## config.mk

```make
export PLATFORM = sky130hd
export DESIGN_NAME = vjtag_uart_fifo
export DESIGN_NICKNAME = d
export VERILOG_FILES = /design/src/rtl/vjtag_uart_pkg.sv /design/src/rtl/vjtag_uart_fifo_sync_byte_fifo.sv /design/src/rtl/vjtag_uart_fifo.sv
export SDC_FILE = /design/constraint.sdc
export NUM_CORES = 1
export LEC_CHECK = 0
export CORE_ASPECT_RATIO = 0.9
export CORE_MARGIN = 4
export CORE_UTILIZATION = 51
export CTS_CLUSTER_DIAMETER = 80
export DETAILED_ROUTE_END_ITERATION = 6
export PLACE_DENSITY = 0.69
export REMOVE_ABC_BUFFERS = 1
export SYNTH_ARGS = -nofsm -noshare
export SYNTH_HDL_FRONTEND = slang
export SYNTH_SLANG_ARGS = --single-unit
```

## constraint.sdc

```tcl
create_clock -name m_clock -period 9.05 [get_ports m_clock]
set_input_delay 0.905 -clock m_clock [delete_from_list [all_inputs] [get_ports m_clock]]
set_output_delay 0.905 -clock m_clock [all_outputs]
set_load 0.03 [all_outputs]
```

## src/rtl/vjtag_uart_pkg.sv

```systemverilog
// -----------------------------------------------------------------------------
// vjtag_uart_pkg
// Shared definitions for the VirtualJTAG UART endpoint (vjtag_uart_fifo):
//   - send FSM state encoding
//   - default fill byte returned to the host when the TX FIFO is empty
//   - bit positions inside the optional status byte
// No ports (package).
// -----------------------------------------------------------------------------
package vjtag_uart_pkg;

  typedef enum logic {
    IDLE = 1'b0,
    LOAD = 1'b1
  } send_state_e;

  localparam logic [7:0] FILL_BYTE_DEFAULT = 8'h00;

  // Status byte layout: {overflow, underrun, tx occupancy saturated to 6 bits}
  localparam int STAT_OVF     = 7;
  localparam int STAT_UDR     = 6;
  localparam int STAT_CNT_MSB = 5;

endpackage : vjtag_uart_pkg

```

## src/rtl/vjtag_uart_fifo_sync_byte_fifo.sv

```systemverilog
// -----------------------------------------------------------------------------
// sync_byte_fifo
// Single-clock byte FIFO with show-ahead read (rdata is always the head entry).
// Occupancy is tracked with pointers one bit wider than the address, so full
// and empty are distinguished by the wrap bit and count saturates naturally at
// 2**DEPTH_LOG2.
//
// Ports:
//   m_clock    in   clock
//   p_reset_n  in   asynchronous active-low reset (clears pointers only)
//   push       in   write wdata; accepted when not full, or when full and a
//                   pop happens in the same cycle
//   wdata      in   byte to write
//   pop        in   discard head entry; ignored when empty
//   rdata      out  head entry (undefined content while empty)
//   full       out  FIFO holds 2**DEPTH_LOG2 entries
//   empty      out  FIFO holds no entries
//   count      out  occupancy, DEPTH_LOG2+1 bits
// -----------------------------------------------------------------------------
module sync_byte_fifo #(
  parameter int DEPTH_LOG2 = 4
) (
  input  logic                  m_clock,
  input  logic                  p_reset_n,
  input  logic                  push,
  input  logic [7:0]            wdata,
  input  logic                  pop,
  output logic [7:0]            rdata,
  output logic                  full,
  output logic                  empty,
  output logic [DEPTH_LOG2:0]   count
);

  localparam int DEPTH = 2 ** DEPTH_LOG2;

  logic [7:0]          mem [DEPTH];
  logic [DEPTH_LOG2:0] wptr;
  logic [DEPTH_LOG2:0] rptr;
  logic                do_push;
  logic                do_pop;

  assign empty = (wptr == rptr);
  assign full  = (wptr[DEPTH_LOG2] != rptr[DEPTH_LOG2]) &&
                 (wptr[DEPTH_LOG2-1:0] == rptr[DEPTH_LOG2-1:0]);
  assign count = wptr - rptr;

  // A pop frees the slot the concurrent push needs, so a full FIFO still
  // accepts a write when it is also being read.
  assign do_pop  = pop & ~empty;
  assign do_push = push & (~full | do_pop);

  assign rdata = mem[rptr[DEPTH_LOG2-1:0]];

  always_ff @(posedge m_clock or negedge p_reset_n) begin
    if (!p_reset_n) begin
      wptr <= '0;
      rptr <= '0;
    end else begin
      if (do_push) wptr <= wptr + 1'b1;
      if (do_pop)  rptr <= rptr + 1'b1;
    end
  end

  // Storage is data only; stale contents after reset are never observable
  // because the pointers say empty.
  always_ff @(posedge m_clock) begin
    if (do_push) mem[wptr[DEPTH_LOG2-1:0]] <= wdata;
  end

endmodule : sync_byte_fifo

```

## src/rtl/vjtag_uart_fifo.sv

```systemverilog
// -----------------------------------------------------------------------------
// vjtag_uart_fifo
// Application-side endpoint of the VirtualJTAG byte link (m_clock domain).
// Received link bytes are queued in an RX FIFO and offered to the user as a
// valid/ready stream; user bytes are queued in a TX FIFO and handed to the
// link one per send_ready request through a two-state send FSM.
//
// Optional build macro: VJTAG_UART_FIFO_STATUS_EN
//   When defined, the first LOAD after send_init returns a status byte
//   {rx_overflow, tx_underrun, tx_count sat. 63} captured in the send_init
//   cycle, without popping the TX FIFO. Undefined: every LOAD sends FIFO data
//   or FILL_BYTE.
//
// Ports:
//   m_clock      in   clock
//   p_reset_n    in   asynchronous active-low reset
//   recv_init    in   host started a receive session; clears rx_overflow
//   recv         in   recv_data holds a new byte
//   recv_data    in   received byte
//   send_init    in   host started a send session; clears tx_underrun
//   send_ready   in   link requests the next byte
//   send         out  one-cycle load strobe, 1 cycle after send_ready
//   send_data    out  byte loaded when send=1 (holds last byte otherwise)
//   rx_valid     out  RX FIFO not empty
//   rx_ready     in   user pops RX head on rx_valid&rx_ready
//   rx_data      out  RX head (show-ahead)
//   tx_valid     in   user push request
//   tx_ready     out  TX FIFO not full
//   tx_data      in   byte pushed on tx_valid&tx_ready
//   rx_count     out  RX occupancy
//   tx_count     out  TX occupancy
//   rx_overflow  out  sticky: received byte dropped on full RX FIFO
//   tx_underrun  out  sticky: FILL_BYTE sent because TX FIFO was empty
// -----------------------------------------------------------------------------
module vjtag_uart_fifo
  import vjtag_uart_pkg::*;
#(
  parameter int         RX_DEPTH_LOG2 = 4,
  parameter int         TX_DEPTH_LOG2 = 4,
  parameter logic [7:0] FILL_BYTE     = FILL_BYTE_DEFAULT
) (
  input  logic                     m_clock,
  input  logic                     p_reset_n,
  input  logic                     recv_init,
  input  logic                     recv,
  input  logic [7:0]               recv_data,
  input  logic                     send_init,
  input  logic                     send_ready,
  output logic                     send,
  output logic [7:0]               send_data,
  output logic                     rx_valid,
  input  logic                     rx_ready,
  output logic [7:0]               rx_data,
  input  logic                     tx_valid,
  output logic                     tx_ready,
  input  logic [7:0]               tx_data,
  output logic [RX_DEPTH_LOG2:0]   rx_count,
  output logic [TX_DEPTH_LOG2:0]   tx_count,
  output logic                     rx_overflow,
  output logic                     tx_underrun
);

  logic        rx_full;
  logic        rx_empty;
  logic        rx_pop;
  logic        tx_full;
  logic        tx_empty;
  logic        tx_push;
  logic        tx_pop;
  logic [7:0]  tx_head;

  send_state_e state;
  send_state_e state_nxt;
  logic [7:0]  send_data_q;
  logic [7:0]  load_byte;
  logic        underrun_set;

  // ---------------------------------------------------------------------------
  // RX path: link -> FIFO -> user
  // ---------------------------------------------------------------------------
  assign rx_valid = ~rx_empty;
  assign rx_pop   = rx_valid & rx_ready;

  sync_byte_fifo #(
    .DEPTH_LOG2 (RX_DEPTH_LOG2)
  ) u_rx_fifo (
    .m_clock   (m_clock),
    .p_reset_n (p_reset_n),
    .push      (recv),
    .wdata     (recv_data),
    .pop       (rx_pop),
    .rdata     (rx_data),
    .full      (rx_full),
    .empty     (rx_empty),
    .count     (rx_count)
  );

  // A byte is only lost when the FIFO is full and nothing leaves it this
  // cycle. Setting wins over the recv_init clear so no drop goes unreported.
  always_ff @(posedge m_clock or negedge p_reset_n) begin
    if (!p_reset_n) begin
      rx_overflow <= 1'b0;
    end else if (recv & rx_full & ~rx_pop) begin
      rx_overflow <= 1'b1;
    end else if (recv_init) begin
      rx_overflow <= 1'b0;
    end
  end

  // ---------------------------------------------------------------------------
  // TX path: user -> FIFO -> link
  // ---------------------------------------------------------------------------
  assign tx_ready = ~tx_full;
  assign tx_push  = tx_valid & tx_ready;

  sync_byte_fifo #(
    .DEPTH_LOG2 (TX_DEPTH_LOG2)
  ) u_tx_fifo (
    .m_clock   (m_clock),
    .p_reset_n (p_reset_n),
    .push      (tx_push),
    .wdata     (tx_data),
    .pop       (tx_pop),
    .rdata     (tx_head),
    .full      (tx_full),
    .empty     (tx_empty),
    .count     (tx_count)
  );

  always_ff @(posedge m_clock or negedge p_reset_n) begin
    if (!p_reset_n) begin
      tx_underrun <= 1'b0;
    end else if (underrun_set) begin
      tx_underrun <= 1'b1;
    end else if (send_init) begin
      tx_underrun <= 1'b0;
    end
  end

  // ---------------------------------------------------------------------------
  // Optional status byte, armed by send_init and consumed by the next LOAD
  // ---------------------------------------------------------------------------
`ifdef VJTAG_UART_FIFO_STATUS_EN
  logic       stat_pend;
  logic       stat_take;
  logic [7:0] stat_byte;

  function automatic logic [STAT_CNT_MSB:0] sat_cnt(input logic [TX_DEPTH_LOG2:0] c);
    logic [31:0] w;
    w = 32'(c);
    if (w > 32'd63) return '1;
    return w[STAT_CNT_MSB:0];
  endfunction

  // send_init re-arms even if it coincides with a LOAD taking the old byte.
  always_ff @(posedge m_clock or negedge p_reset_n) begin
    if (!p_reset_n) begin
      stat_pend <= 1'b0;
    end else if (send_init) begin
      stat_pend <= 1'b1;
    end else if (stat_take) begin
      stat_pend <= 1'b0;
    end
  end

  // Captures flag values as they stand before send_init clears them.
  always_ff @(posedge m_clock) begin
    if (send_init) begin
      stat_byte[STAT_OVF]       <= rx_overflow;
      stat_byte[STAT_UDR]       <= tx_underrun;
      stat_byte[STAT_CNT_MSB:0] <= sat_cnt(tx_count);
    end
  end
`endif

  // ---------------------------------------------------------------------------
  // Send FSM: IDLE waits for send_ready, LOAD lasts one cycle and drives send.
  // send is the LOAD state itself, so it is a flop output one cycle after
  // send_ready. send_data is chosen during LOAD so a byte pushed in the
  // send_ready cycle is already at the TX head and gets sent.
  // ---------------------------------------------------------------------------
  always_ff @(posedge m_clock or negedge p_reset_n) begin
    if (!p_reset_n) begin
      state       <= IDLE;
      send_data_q <= 8'h00;
    end else begin
      state       <= state_nxt;
      send_data_q <= load_byte;
    end
  end

  always_comb begin
    state_nxt    = state;
    load_byte    = send_data_q;
    tx_pop       = 1'b0;
    underrun_set = 1'b0;
`ifdef VJTAG_UART_FIFO_STATUS_EN
    stat_take    = 1'b0;
`endif
    case (state)
      IDLE: begin
        if (send_ready) state_nxt = LOAD;
      end
      LOAD: begin
        // send_ready here is ignored; the link spaces requests far apart.
        state_nxt = IDLE;
`ifdef VJTAG_UART_FIFO_STATUS_EN
        if (stat_pend) begin
          load_byte = stat_byte;
          stat_take = 1'b1;
        end else
`endif
        if (!tx_empty) begin
          load_byte = tx_head;
          tx_pop    = 1'b1;
        end else begin
          load_byte    = FILL_BYTE;
          underrun_set = 1'b1;
        end
      end
      default: state_nxt = IDLE;
    endcase
  end

  assign send      = (state == LOAD);
  assign send_data = load_byte;

endmodule : vjtag_uart_fifo
```

# Word level (Yosys, flattened, before mapping)

Memories as Yosys holds them, arrays and structs flattened.
Cells that the tools add are included.

Equal/unequal tests: 6
Reduce and logical (&&, ||, !) cells: 4
Muxes and demuxes: 16
Bitwise operators: 16
$add $sub $neg: 6

Operators by type and width:

| kind                  | count |
|---|---|
| $add A5 B1 Y5 const B | 4 |
| $mux W8               | 2 |
| $mux W1               | 13 |
| $eq A5 B5 Y1          | 2 |
| $sub A5 B5 Y5         | 2 |
| $and A1 B1 Y1         | 8 |
| $eq A4 B4 Y1          | 2 |
| $not A1 Y1            | 6 |
| $reduce_bool A2 Y1    | 2 |
| $logic_and A1 B1 Y1   | 2 |
| $ne A1 B1 Y1          | 2 |
| $or A1 B1 Y1          | 2 |
| $pmux W1 S2           | 1 |

Flip-flop bits (word level): 31
Word-level logic and storage cells: 58
Bits in writable memories: 256
Memories: 2
Output and inout port bits: 31

Memory list:

| name          | depth | width | read ports | clocked after Yosys merged registers in | wr ports | RTL line                             | RTL |
|---|---|---|---|---|---|---|---|
| u_rx_fifo.mem | 16    | 8     | 1          | 0                                       | 1        | vjtag_uart_fifo_sync_byte_fifo.sv:36 | `logic [7:0] mem [DEPTH];` |
| u_tx_fifo.mem | 16    | 8     | 1          | 0                                       | 1        | vjtag_uart_fifo_sync_byte_fifo.sv:36 |  |

# Logic depth before layout (Yosys ltp)

Gate-level depths: netlist of the first run.

Depth after elaboration: 8
Gate-level depth with buffers: 9

# Modules after synthesis

Synthesis of the first run repeated with hierarchy kept, for this count alone.

Cell total of the unflattened synthesis: 627
Area, all modules: 11850.1 µm²

By module, submodules not included:

| module                     | cells each | area an instance (µm²) | instances |
|---|---|---|---|
| sync_byte_fifo (u_tx_fifo) | 297        | 5745.5                 | 1 |
| sync_byte_fifo (u_rx_fifo) | 295        | 5662.9                 | 1 |
| vjtag_uart_fifo            | 35         | 441.7                  | 1 |

# Worst setup path after synthesis of the first run

OpenSTA, ideal clock, no wires.

Path type: reg-to-output
Start: reg u_tx_fifo.rptr[1]
End: out send_data[0]
Buffers on the path: 3
Slack: 5.802 ns
Arrival time: 2.343 ns
Cell stages (with the launch flop): 9
Cells stage by stage: dfrtp_1 -> buf_2 -> clkbuf_1 -> inv_2 -> ha_1 -> and4_1 -> a21oi_1 -> buf_2 -> a32o_1

Word-level cells in the longest chain between the ends: 3
Elaborated cells between the ends (all ways): 4
Those cells by class: eq/ne (1); mux (2); memory (1)

RTL lines:

| what                                                  | RTL line                             | RTL |
|---|---|---|
| start: declaration                                    | vjtag_uart_fifo_sync_byte_fifo.sv:38 | `logic [DEPTH_LOG2:0] rptr;` |
| start signal: assignment                              | vjtag_uart_fifo_sync_byte_fifo.sv:60 | `if (do_pop) rptr <= rptr + 1'b1;` |
| $mem_v2 Z16 W8 / $eq A5 B5 Y1 (equally long branches) | -                                    |  |
| $mux W8 *                                             | vjtag_uart_fifo.sv:213               | `if (!tx_empty) begin` |
| $mux W8 *                                             | vjtag_uart_fifo.sv:200               | `case (state)` |
| end: declaration                                      | vjtag_uart_fifo.sv:50                | `output logic [7:0] send_data,` |

Mark *: on every way between the ends. The rest lies on a longest branch, timed or not.

# Worst setup path after layout of the first run

Start: reg u_tx_fifo.rptr[3]
End: out send_data[6]

Same word-level chain as after synthesis.

==> impl_metrics.yaml, run 1 <==
detailed_routing:
  met3_length_um: 1228
  drt_wl_total_um: 23100
  wl_met2_um: 11490
  vias_per_cell: 5.838
  drc: 0
  drt_iter0_markers: 644
  ant_nets: 0
  first_pass_iters: 5
  via_count: 5955
  post_drt_wl_per_cell_um: 22.65
  wl_met1_um: 9756
  maxUsedRoutingLayer: "met4"
clock_network:
  cts_resized: 0
  cts_setup_buffers: 0
  clockRootBuffer: "clkbuf_16"
  cts_buffer_depth: 3
  clk_latency_ns: 0.53
  clk_pin_slew_ns: 0.06
  cts_max_level: 1
  cts.sinks: 287
  cts_inserted_buffers: 29
  cts_tree: "done"
  cts_hold_buf: 0
final_layout:
  final_cell_mix: "edfxtp_1, nand2_1, mux4_2"
  final_nets: 745
  drive_gt1_share_pct: 16.32
  antenna_cells: 0
  mostFrequentLayoutCell: "edfxtp_1"
  syn2layout_area_growth_pct: 14.84
  n_fill_cell: 1641
setup_path:
  cp_cell_sequence: "inv_2 -> ha_1 -> and4_1 -> a21oi_1 -> buf_4 -> a32o_1 -> clkdlybuf4s50_1"
  cp_num_buf_inv: 3
  crit_arrival_ns: 3.71
  cp_data_required_time_ns: 8.15
  cp_top_family: "buffers and inverters"
  path_max_fanout: 19
  cp_slowest_cell: "dfrtp_1"
  criticalPathCategory: "reg -> out"
  crit_path_end_kind: "primary output"
  slowest_delay_ns: 0.80
  rrSetupSlack_ns: 5.48
  startpoint_type: "register"
die:
  die_x_um: 167.1
  initial_core_util_pct: 51.78
  num_rows: 52
  die_area_um2: 25270
  dieHeight_um: 151.2
  coreArea_um2: 22450
  io_pins: 55
timing:
  setup_viol: 0
  tightest_slew_ns: 0.9523
  hold_ws_ns: 0.4884
  slew_headroom_pct: 36.28
  finClkSkew_ns: 0.006140
  fin_crit_sh_pct: 50.98
  max_freq_mhz: 216.8
  period_needed_ns: 4.613
  finalMaxSlewViolations: 0
  fin_tns_setup_ns: 0
  finalHoldViolCount: 0
  rsz0062_at_grt: "no"
outcome:
  outcome: "complete, no violations"
logic_synthesis:
  synth.yosys.warnings: 0
  yosysTopAreaCell: "edfxtp_1"
  synthAdderAreaFrac_pct: 2.282
  post-synth-top-area-fraction_pct: 66.14
  synth_compound_area_share_pct: 2.153
  synth-xor-area-share_pct: 1.884
  synth_cells: 631
  synth.area.mux_share_pct: 12.60
  synth-simple-area-share_pct: 6.136
  avgSynthCellArea_um2: 18.42
  ys_top_cells_by_area: "edfxtp_1, mux4_2, dfrtp_1"
  ys_ff_latch: 287
  ys_seq_area_share_pct: 72.82
  synth.distinct_cells: 38
  netlist_area_um2: 11620
  synth_top_family_by_area: "multiplexers"
power:
  ir_drop_v: 0.0004247
  power_leakage_nw: 4.526
  p_per_area_nw_per_um2: 348.0
placed_design:
  io_buffers: 54
  finalWeightedCongestion: 0.8313
  dp_hpwl_um: 15040
grt:
  grt_pass1_vias: 6247
  grt_pass1_wl_um: 36280
  grt_max_degree: 37
  track_usage_pct: 18.61
  gr-total-overflow: 0
  antenna_found_initial: 0
hold_path:
  holdCritPathClass: "reg -> reg"
job:
  drv_cap: 0
[worst reg2reg max path, stage by stage, from the launching register on]
cell and delay (ns):
dfrtp_1 0.80, inv_2 0.34, ha_1 0.43, and4_1 0.24, a21boi_2 0.40, nand2_1 0.23, nor2_1 0.75
[synthesized netlist by cell type (all sizes together)]
cell type / n
a21boi: 2
a21o: 4
a21oi: 5
a31oi: 8
a32o: 8
and2: 15
and3: 9
and4: 2
buf: 17
clkbuf: 9
clkinv: 1
dfrtp: 31
edfxtp: 256
fa: 2
ha: 18
inv: 19
mux4: 64
nand2: 79
nand2b: 2
nand3: 18
nand4: 8
nor2: 12
nor2b: 1
nor3: 6
nor3b: 2
o21ai: 6
o31a: 1
o31ai: 1
xnor2: 20
xor2: 5
[per-layer routing]
metal / up-vias / global-route usage (%)
met5: - / 0
met4: 0 / 5.481
met3: 46 / 2.505
met2: 197 / 31.21
met1: 3097 / 26.01
li1: 2615 / -
[cell families after synthesis]
family / Yosys count
AO/OA/AOI/OAI: 35
adder cells (fa/ha/maj): 20
buffers and inverters: 46
multiplexers: 64
XOR/XNOR: 25
flip-flops: 287
AND/OR/NAND/NOR: 154
[sequential cells by signal, indices dropped and copies added (netlist names)]
signal,count
send,1
u_tx_fifo.mem,128
u_rx_fifo.mem,128
send_data_q,8
u_rx_fifo.wptr,5
u_tx_fifo.rptr,5
rx_overflow,1
u_rx_fifo.rptr,5
tx_underrun,1
u_tx_fifo.wptr,5
[power breakdown]
group          switching, W  internal [W]
Clock              0.000463      0.000655
Combinational       0.00101      0.000759
Sequential         0.000131       0.00163
Total               0.00160       0.00304
[path summary, 6_finish.rpt]
path,startpoint,to,depth (start not counted)
worst max-delay path,u_tx_fifo.rptr[3],send_data[6],7
worst min-delay path,u_rx_fifo.rptr[4],u_rx_fifo.rptr[4],1
worst max register to register,u_tx_fifo.rptr[3],u_tx_fifo.mem[8][1],6
worst min register to register,u_rx_fifo.rptr[4],u_rx_fifo.rptr[4],1
max in group asynchronous,p_reset_n,u_tx_fifo.rptr[0],2
min in group asynchronous,p_reset_n,u_rx_fifo.rptr[4],2
[through the flow]
stage	setup WS, ns	utilization [%]	power, W	area [um2]	std cells
finish	4.437	59.46	0.004645	13350	1020
global route	4.275	59.46	0.004870	13350	1020
CTS	4.440	59.46	0.004683	13350	1020
detailed placement	5.024	55.47	0.003558	12450	967
global placement	5.025	55.47	0.003522	12450	967
floorplan	4.990	-	0.002928	11450	605
[layout make-up]
| type | count | area, um2 | area share (%) |
|---|---|---|---|
| Sequential cell | 287 | 8466 | 63.43 |
| Multi-Input combinational cell | 298 | 2912 | 21.81 |
| Clock buffer | 40 | 777.0 | 5.822 |
| Timing Repair Buffer | 65 | 623.1 | 4.669 |
| Tap cell | 297 | 371.6 | 2.784 |
| Clock inverter | 13 | 117.6 | 0.8812 |
| Inverter | 20 | 80.08 | 0.6000 |
Note: power is estimated with default switching activity, not from simulation.
==> inputs of run 2 (changes only) <==
==> constraint.sdc (replaced) <==
create_clock -name m_clock -period 4.4 [get_ports m_clock]
set_input_delay 0.44 -clock m_clock [delete_from_list [all_inputs] [get_ports m_clock]]
set_output_delay 0.44 -clock m_clock [all_outputs]
set_load 0.03 [all_outputs]
==> run 2 against run 1 <==
Net effect: first-iteration DRC count down 23%; count of clock-buffer cells in the layout rose by 3; hold slack worse by 0.16 ns; sequential power grew 100%; sequential share of layout area down 0.25 points; via count fell by 2.0%; combinational power up 110%; wire length down 3.0%; critical path depth down 1; global-route usage down 0.46 points.
==> impl_metrics.yaml, run 2 (same netlist as run 1, synthesis figures left out) <==
detailed_routing:
  drt_iter0_markers: 499
  first_pass_iters: 4
  post_drt_wl_per_cell_um: 21.92
  drc: 0
  drt_wl_total_um: 22400
  ant_nets: 0
  vias_per_cell: 5.707
  via_count: 5833
outcome:
  outcome: "complete, no violations"
timing:
  fin_crit_sh_pct: 85.82
  finalMaxSlewViolations: 0
  finClkSkew_ns: 0.008922
  period_needed_ns: 3.776
  slew_headroom_pct: 36.47
  fin_tns_setup_ns: 0
  rsz0062_at_grt: "no"
  setup_viol: 0
  max_freq_mhz: 264.8
  tightest_slew_ns: 0.9494
  finalHoldViolCount: 0
  hold_ws_ns: 0.3265
  finalWorstSetupSlack_ns: 0.6238
grt:
  use_met3_pct: 2.923
  use_met1_pct: 24.74
  gr-total-overflow: 0
  grt_pass1_vias: 6153
  grt_util_met2_pct: 31.82
  antenna_found_initial: 0
  track_usage_pct: 18.15
  grt_max_degree: 35
  grt_pass1_wl_um: 35960
  grt.busiest_layer: "met2"
die:
  die_area_um2: 25270
  die_x_um: 167.1
  coreArea_um2: 22450
  initial_core_util_pct: 51.78
  dieHeight_um: 151.2
  num_rows: 52
  io_pins: 55
setup_path:
  crit_path_end_kind: "primary output"
  startpoint_type: "register"
  cp-startpoint: "u_tx_fifo.rptr[0]"
  crit_arrival_ns: 3.34
  rrSetupSlack_ns: 1.24
  cp_cell_sequence: "buf_4 -> mux4_2 -> nand2_1 -> nand3_1 -> a32o_1 -> clkdlybuf4s50_1"
  cp_num_buf_inv: 2
  cp-endpoint: "send_data[6]"
  r2r_cells: 6
  cp_slowest_cell: "clkdlybuf4s50_1"
  path_max_fanout: 27
  slowest_delay_ns: 0.61
  r2r-end: "u_tx_fifo.mem[8][0]"
  criticalPathCategory: "reg -> out"
  cp_data_required_time_ns: 3.96
  r2r-start: "u_tx_fifo.rptr[2]"
  cp_top_family: "buffers and inverters"
  critical_path_cell_count: 6
clock_network:
  clockRootBuffer: "clkbuf_16"
  cts_tree: "done"
  cts_inserted_buffers: 29
  cts_setup_buffers: 0
  cts_max_level: 1
  cts_buffer_depth: 3
  clk_pin_slew_ns: 0.06
  cts_hold_buf: 0
  cts_resized: 0
  cts.sinks: 287
  clk_latency_ns: 0.52
final_layout:
  final_cell_mix: "edfxtp_1, nand2_1, mux4_2"
  syn2layout_area_growth_pct: 15.30
  mostFrequentLayoutCell: "edfxtp_1"
  final_nets: 748
  drive_gt1_share_pct: 16.55
  final_cells: 1022
  antenna_cells: 0
power:
  p_per_area_nw_per_um2: 716.5
  power_leakage_nw: 4.555
  ir_drop_v: 0.001033
job:
  drv_cap: 0
placed_design:
  finalWeightedCongestion: 0.7938
  place_worst_setup_slack_ns: 1.137
  dp_cells: 970
  io_buffers: 54
  dp_hpwl_um: 14940
hold_path:
  holdCritPathClass: "in -> async"
[run 2: changes by cell type in the layout (fill, tap and decap cells not counted)]
cell / before / now
clkinv_1: 2 / 3
inv_6: 0 / 1
clkinvlp_4: 2 / 1
clkinv_2: 7 / 2
clkbuf_1: 10 / 9
clkbuf_8: 1 / 5
buf_4: 11 / 14
[run 2: through the flow]
| step | util [%] | instance area (um2) | power [W] |
|---|---|---|---|
| after global placement | 55.57 | 12470 | 0.007240 |
| after detailed placement | 55.57 | 12470 | 0.007330 |
| after floorplan | - | 11450 | 0.006023 |
| final | 59.70 | 13400 | 0.009601 |
| after global routing | 59.70 | 13400 | 0.01009 |
| after CTS | 59.70 | 13400 | 0.009690 |
[run 2: worst min-delay path by stage]
stage | start | endpoint
after floorplan | p_reset_n | rx_overflow
after global placement | u_rx_fifo.wptr[4] | u_rx_fifo.wptr[4]
after detailed placement | u_rx_fifo.wptr[4] | u_rx_fifo.wptr[4]
after CTS | p_reset_n | u_rx_fifo.rptr[1]
after global routing | p_reset_n | rx_overflow
final | p_reset_n | rx_overflow
[run 2: metal layers]
layer	wire length, um	part of all wire (%)
met1	9527	43
met2	11490	51
met3	1023	4.6
met4	352	1.6
met5	0	0
[run 2: layout make-up]
| type | count | area, um2 |
|---|---|---|
| clock buffers | 43 | 828.3 |
| clock inverters | 9 | 97.59 |
| fillers | 1642 | 9046 |
| inverters | 20 | 80.08 |
| multi-input cells | 298 | 2912 |
| flip-flops and latches | 287 | 8466 |
| well taps | 297 | 371.6 |
| repair buffers | 68 | 645.6 |
[run 2: report_power, final]
group	switching (W)	internal, W
Combinational	0.00206	0.00158
Sequential	0.000251	0.00335
Clock	0.000948	0.00141
Total	0.00326	0.00634
==> inputs of run 3 (changes only) <==
--- a/config.mk
+++ b/config.mk
@@ -12,6 +12,7 @@
 export DETAILED_ROUTE_END_ITERATION = 6
 export PLACE_DENSITY = 0.69
 export REMOVE_ABC_BUFFERS = 1
+export SETUP_SLACK_MARGIN = 0.2
 export SYNTH_ARGS = -nofsm -noshare
 export SYNTH_HDL_FRONTEND = slang
 export SYNTH_SLANG_ARGS = --single-unit
==> results of run 3 <==
The final DEF is identical to that of run 2; final timing and power are the same.
